--- src/rtl/mem_controller.sv ---
// mem_controller: single-port byte-wide RAM/IO front end.
// Serves LSB byte/half/word loads and stores plus instruction-fetch word reads.
// Each request becomes a run of little-endian single-byte RAM accesses. Reads
// are pipelined one byte per cycle and reassembled into a 32-bit reply.
module mem_controller #(
    parameter logic [31:0] IO_ADDR_HI = 32'h00030000
) (
    input  logic        clk_in,
    input  logic        rst_in,
    input  logic        rdy_in,
    input  logic        flush_signal,
    input  logic        lsb_query_en,
    input  logic        lsb_query_type,
    input  logic [31:0] lsb_query_addr,
    input  logic [1:0]  lsb_data_width,
    input  logic [31:0] lsb_query_data,
    output logic        lsb_reply_en,
    output logic [31:0] lsb_reply_data,
    input  logic        if_query_en,
    input  logic [31:0] if_query_addr,
    output logic        if_reply_en,
    output logic [31:0] if_reply_data,
    input  logic [7:0]  mem_din,
    output logic [7:0]  mem_dout,
    output logic [31:0] mem_a,
    output logic        mem_wr,
    input  logic        io_buffer_full
);

    typedef enum logic [1:0] {IDLE, READ, WRITE, DONE} state_t;

    state_t      state;
    logic [31:0] base_addr;  // first byte address of the request
    logic [31:0] wdata;      // store data, lane k goes out on step k
    logic [1:0]  last;       // lane index of the final byte (0, 1 or 3)
    logic        owner_if;   // 1 when the current read belongs to fetch
    logic [1:0]  k;          // lane whose address is on mem_a
    logic        a_vld;      // mem_a carries a read address still to be used
    logic [1:0]  cap;        // lane whose data is on mem_din this cycle
    logic        cap_vld;    // mem_din carries useful read data this cycle
    logic [31:0] asm_q;      // read bytes collected so far
    logic        wr_q;       // a store byte is being presented
    logic        paused_q;   // previous cycle was a global pause
    logic        io_blk;     // current store byte targets IO while its buffer is full

    function automatic logic [1:0] last_lane(input logic [1:0] w);
        case (w)
            2'd0:    return 2'd0;
            2'd1:    return 2'd1;
            default: return 2'd3;
        endcase
    endfunction

    function automatic logic [31:0] put_byte(input logic [31:0] w, input logic [1:0] lane,
                                             input logic [7:0] b);
        logic [31:0] r;
        r = w;
        r[{lane, 3'b000} +: 8] = b;
        return r;
    endfunction

    function automatic logic [7:0] get_byte(input logic [31:0] w, input logic [1:0] lane);
        return w[{lane, 3'b000} +: 8];
    endfunction

    // A store byte to IO waits while the IO buffer is full; pause also gates the strobe.
    assign io_blk = ((mem_a & IO_ADDR_HI) == IO_ADDR_HI) && io_buffer_full;
    assign mem_wr = wr_q && rdy_in && !io_blk;

    // Request arbitration, byte sequencing, read reassembly and reply generation.
    always_ff @(posedge clk_in) begin
        if (rst_in) begin
            state          <= IDLE;
            mem_a          <= '0;
            mem_dout       <= '0;
            wr_q           <= 1'b0;
            lsb_reply_en   <= 1'b0;
            lsb_reply_data <= '0;
            if_reply_en    <= 1'b0;
            if_reply_data  <= '0;
            base_addr      <= '0;
            wdata          <= '0;
            last           <= '0;
            owner_if       <= 1'b0;
            k              <= '0;
            a_vld          <= 1'b0;
            cap            <= '0;
            cap_vld        <= 1'b0;
            asm_q          <= '0;
            paused_q       <= 1'b0;
        end else if (!rdy_in) begin
            paused_q <= 1'b1;
        end else begin
            paused_q     <= 1'b0;
            lsb_reply_en <= 1'b0;
            if_reply_en  <= 1'b0;
            case (state)
                IDLE: begin
                    if (!flush_signal) begin
                        if (lsb_query_en) begin
                            base_addr <= lsb_query_addr;
                            wdata     <= lsb_query_data;
                            last      <= last_lane(lsb_data_width);
                            owner_if  <= 1'b0;
                            mem_a     <= lsb_query_addr;
                            k         <= '0;
                            asm_q     <= '0;
                            cap_vld   <= 1'b0;
                            if (lsb_query_type) begin
                                wr_q     <= 1'b1;
                                mem_dout <= lsb_query_data[7:0];
                                state    <= WRITE;
                            end else begin
                                a_vld <= 1'b1;
                                state <= READ;
                            end
                        end else if (if_query_en) begin
                            base_addr <= if_query_addr;
                            last      <= 2'd3;
                            owner_if  <= 1'b1;
                            mem_a     <= if_query_addr;
                            k         <= '0;
                            asm_q     <= '0;
                            a_vld     <= 1'b1;
                            cap_vld   <= 1'b0;
                            state     <= READ;
                        end
                    end
                end
                READ: begin
                    if (flush_signal) begin
                        a_vld   <= 1'b0;
                        cap_vld <= 1'b0;
                        state   <= DONE;
                    end else if (paused_q && cap_vld) begin
                        // The byte due now was on mem_din during the pause and is lost;
                        // re-drive its address and restart the pipeline from that lane.
                        mem_a   <= base_addr + {30'b0, cap};
                        k       <= cap;
                        a_vld   <= 1'b1;
                        cap_vld <= 1'b0;
                    end else begin
                        if (cap_vld) begin
                            asm_q <= put_byte(asm_q, cap, mem_din);
                            if (cap == last) begin
                                if (owner_if) begin
                                    if_reply_en   <= 1'b1;
                                    if_reply_data <= put_byte(asm_q, cap, mem_din);
                                end else begin
                                    lsb_reply_en   <= 1'b1;
                                    lsb_reply_data <= put_byte(asm_q, cap, mem_din);
                                end
                                state <= DONE;
                            end
                        end
                        cap     <= k;
                        cap_vld <= a_vld;
                        if (a_vld) begin
                            if (k == last) begin
                                a_vld <= 1'b0;
                            end else begin
                                k     <= k + 2'd1;
                                mem_a <= base_addr + {30'b0, k + 2'd1};
                            end
                        end
                    end
                end
                WRITE: begin
                    // A committed store always runs to completion, flush or not.
                    if (!io_blk) begin
                        if (k == last) begin
                            wr_q           <= 1'b0;
                            lsb_reply_en   <= 1'b1;
                            lsb_reply_data <= '0;
                            state          <= DONE;
                        end else begin
                            k        <= k + 2'd1;
                            mem_a    <= base_addr + {30'b0, k + 2'd1};
                            mem_dout <= get_byte(wdata, k + 2'd1);
                        end
                    end
                end
                DONE: begin
                    // Clients drop their request during this cycle.
                    state <= IDLE;
                end
                default: begin
                    state <= IDLE;
                end
            endcase
        end
    end

endmodule

--- config.mk ---
export PLATFORM = sky130hd
export DESIGN_NAME = mem_controller
export DESIGN_NICKNAME = d
export VERILOG_FILES = /design/src/rtl/mem_controller.sv
export SDC_FILE = /design/constraint.sdc
export NUM_CORES = 1
export LEC_CHECK = 0
export BUFFER_PORTS_ARGS = -buffer_cell sky130_fd_sc_hd__buf_2
export CAP_MARGIN = 40
export CORE_AREA = 4 4 173 175
export DETAILED_ROUTE_END_ITERATION = 7
export DIE_AREA = 0 0 177 179
export HOLD_SLACK_MARGIN = 0.02
export PLACE_DENSITY = 0.58
export RECOVER_POWER = 100
export SYNTH_ARGS = -nofsm -noshare
export SYNTH_HDL_FRONTEND = slang
export SYNTH_SLANG_ARGS = --single-unit
--- constraint.sdc ---
create_clock -name clk_in -period 3.5 [get_ports clk_in]
set_clock_uncertainty 0.1 [all_clocks]
set_input_delay 0.35 -clock clk_in [delete_from_list [all_inputs] [get_ports clk_in]]
set_output_delay 0.35 -clock clk_in [all_outputs]
set_load 0.01 [all_outputs]
==> reports/qor.txt <==
CTS root buf: clkbuf_16
total power: 0.00650 W
largest fanout on the critical path: 29
Area Overhead vs Synth: 20.9%
Detailed Route WL: 34,800 µm
Comb pwr share: 17.5%
# IOs: 221
worst IR drop on VDD: 0.311 mV
DRT antenna net count: 0
CTS tree: done
most common flop cell mapped by yosys: dfxtp_1
relative slew slack: 4.93%
WL/cell: 17.6 µm
antenna violations before repair: 0
number of buffers added on ports: 220
Net count, final: 1,704
Pleak: 4.75 nW
Layout fillers: 2,892
clock slew at reported path FFs: 60 ps
Initial Util: 39.5%
Clk pwr share: 40.5%
CP endpoint kind: flop
DRT iter0 DRCs: 820
Yosys reg bits: 215
Worst Hold Class: primary input to flop
Synthesized Nets: 1,513
GRT Overall Usage: 21.1%
GR Overflow Total: 0
Worst EP required: 3830 ps
Reg area: 4300 µm²
Final Critical Period: 3010 ps
top cells by area, synth: dfxtp_1 38%, a21oi_1 8.1%, a211oi_1 6.0%
Worst EP arrival: 3340 ps
die width: 177 µm
Synth Cell Area: 11,200 µm²
Post-synth EDFFs: 0
Placeable Area: 28,500 µm²
FFs w/ async S/R, synth: 0%
Slew Viols, Final: 0
f_max: 332 MHz
yosys synthesis warning count: 0
Gate Count Post-Synth: 1,383
crit path kind: flop to flop
Vias/cell: 5.47
CTS Sinks: 215
worst slew pin tran: 1430 ps
largest net degree at the start of global routing: 105
TritonCTS Buffers: 25
Yosys top cell area share: 38.3%
vias in the first global route: 9,983
final hold vios: 0
Pwr Density: 478 nW/µm²
Worst-Skew Late Latency: 520 ps
Pint: 0.00458 W
status: finished, final reports clean
Yosys top cell by area: dfxtp_1
fin crit share: 85.9%
drt first pass iters: 5
share of layout cells above drive strength 1: 13.6%
first-pass GRT wire length: 55,100 µm
syn_area_per_cell: 8.13 µm²
RD Place Congestion: 0.833
net load switching power: 0.00192 W
count leader, synth: dfxtp_1
die height: 179 µm
Core Rows: 62
Setup TNS: 0 ps
Residual DRC: 0
number of setup violations in the final report: 0
Sequential Power Share: 42.0%
hpwl dp: 23,400 µm
Multi-input gate area: 6360 µm²
register area share after synthesis: 38.3%
RSZ-0062 raised after global routing: no
max cap viols: 0
DIE AREA: 31,700 µm²
Post-CTS Setup Bufs: 0
H-tree levels: 1
crit path launch type: flop
most instantiated cells after synthesis: 215 x dfxtp_1, 183 x a21oi_1, 175 x nand2_1
post-synth cell types: 62
Max clock buf depth: 3
Sw Ratio: 29.5%
vias: 10,800
[kinds of logic (layout without fill, tap and decap cells)]
group	count (synthesis)	in the layout	synth area share, %
AO/OA/AOI/OAI	383	383	20.4
XOR/XNOR	64	64	5.12
adder cells (fa/ha/maj)	16	16	1.91
buffers and inverters	138	346	5.15
flip-flops	215	215	38.3
multiplexers	57	57	6.02
other	0	1	0
AND/OR/NAND/NOR	510	510	23.1
[registers in the layout, indices dropped and copies added (netlist names), 2 cells and up]
signal / count
mem_a: 32
lsb_reply_data: 32
asm_q: 32
cap: 2
wdata: 32
k: 2
last: 2
if_reply_data: 32
state: 2
base_addr: 32
mem_dout: 8
[worst max-delay path, stage by stage, from the launching register on]
cell and delay, ps:
dfxtp_1 330, inv_1 110, ha_1 950, a21o_1 460
clkbuf_1 410, o21ai_0 160, a21o_1 180, a211oi_1 210
[power groups by stage]
| stage | Clock, W | Combinational, W | Sequential (W) |
|---|---|---|---|
| final | 0.00264 | 0.00114 | 0.00273 |
| after detailed placement | 0 | 0.00114 | 0.00278 |
| after global placement | 0 | 0.00113 | 0.00278 |
| after floorplan | 0 | 0.000740 | 0.00274 |
| after global routing | 0.00279 | 0.00126 | 0.00275 |
| after CTS | 0.00270 | 0.00117 | 0.00273 |
[stage by stage]
stage / worst slack, ps / cell area [µm²] / hold slack [ps] / util [%] / cells
2_1_floorplan: 599 / 11200 / 322 / - / 1383
3_3_place_gp: 720 / 12600 / 333 / 44.3 / 1897
3_5_place_dp: 701 / 12600 / 339 / 44.3 / 1897
4_1_cts: 680 / 13800 / 29.2 / 48.4 / 1975
5_1_grt: 246 / 13600 / 60.4 / 47.7 / 1975
6_report: 492 / 13600 / 50.8 / 47.8 / 1976
[per-layer routing]
layer	GRT usage, %	wire (µm)	share of wire [%]	up-vias
met3	3.44	2290	6.6	48
met5	0	0	0	-
met1	30.5	16000	46	5120
li1	-	-	-	5306
met4	4.45	678	2.0	0
met2	33.4	15800	45	327
[cell usage in the layout, fill, tap and decap left out, types with 3 or more instances in the layout]
| cell type | Yosys | final |
|---|---|---|
| xor2_1 | 30 | 30 |
| nand3_2 | 3 | 3 |
| nand4_2 | 3 | 3 |
| a31o_2 | 3 | 3 |
| and4_1 | 8 | 8 |
| bufinv_16 | 0 | 3 |
| o21ai_0 | 63 | 63 |
| o221ai_1 | 3 | 3 |
| buf_2 | 29 | 111 |
| a221oi_1 | 5 | 5 |
| clkinv_2 | 0 | 6 |
| a21oi_1 | 183 | 183 |
| nor2_1 | 102 | 101 |
| buf_4 | 4 | 25 |
| nand3_1 | 38 | 38 |
| nand2_1 | 175 | 175 |
| and3_1 | 5 | 5 |
| mux4_2 | 8 | 8 |
| clkbuf_16 | 0 | 25 |
| clkbuf_8 | 0 | 3 |
| or3_1 | 33 | 33 |
| and2_1 | 6 | 5 |
| clkbuf_1 | 71 | 119 |
| o211ai_1 | 5 | 5 |
| nand4_1 | 21 | 21 |
| dfxtp_1 | 215 | 215 |
| a211oi_1 | 90 | 90 |
| a21o_1 | 16 | 16 |
| nor4_1 | 10 | 10 |
| mux2_2 | 5 | 5 |
| nor2b_1 | 36 | 35 |
| inv_1 | 11 | 12 |
| mux2i_1 | 44 | 44 |
| dlygate4sd3_1 | 0 | 34 |
| xnor2_1 | 32 | 33 |
| ha_1 | 14 | 14 |
| nand3b_1 | 35 | 35 |
| nor3_1 | 21 | 21 |
[final timing paths]
path	start	slack [ps]	cells past startpoint	endpoint
max	state[0]	490	7	mem_a[30]
min	lsb_data_width[0]	50	3	last[0]
max reg2reg	state[0]	490	7	mem_a[30]
min reg2reg	asm_q[27]	350	2	asm_q[27]
[timing repair]
| item | in CTS | in global routing |
|---|---|---|
| hold buffers | 34 | 0 |
| endpoints found under the hold margin | 34 | 0 |
| gates resized for setup | 0 | 0 |
[final cells by class]
| type | count | area share, % |
|---|---|---|
| diodes | 1 | 0.0184 |
| clock buffers | 34 | 5.07 |
| clock inverters | 10 | 0.948 |
| inverters | 13 | 0.359 |
| multi-input cells | 1030 | 46.8 |
| flip-flops and latches | 215 | 31.7 |
| well taps | 384 | 3.53 |
| repair buffers | 289 | 11.6 |
(Power assumes the default switching activity.)
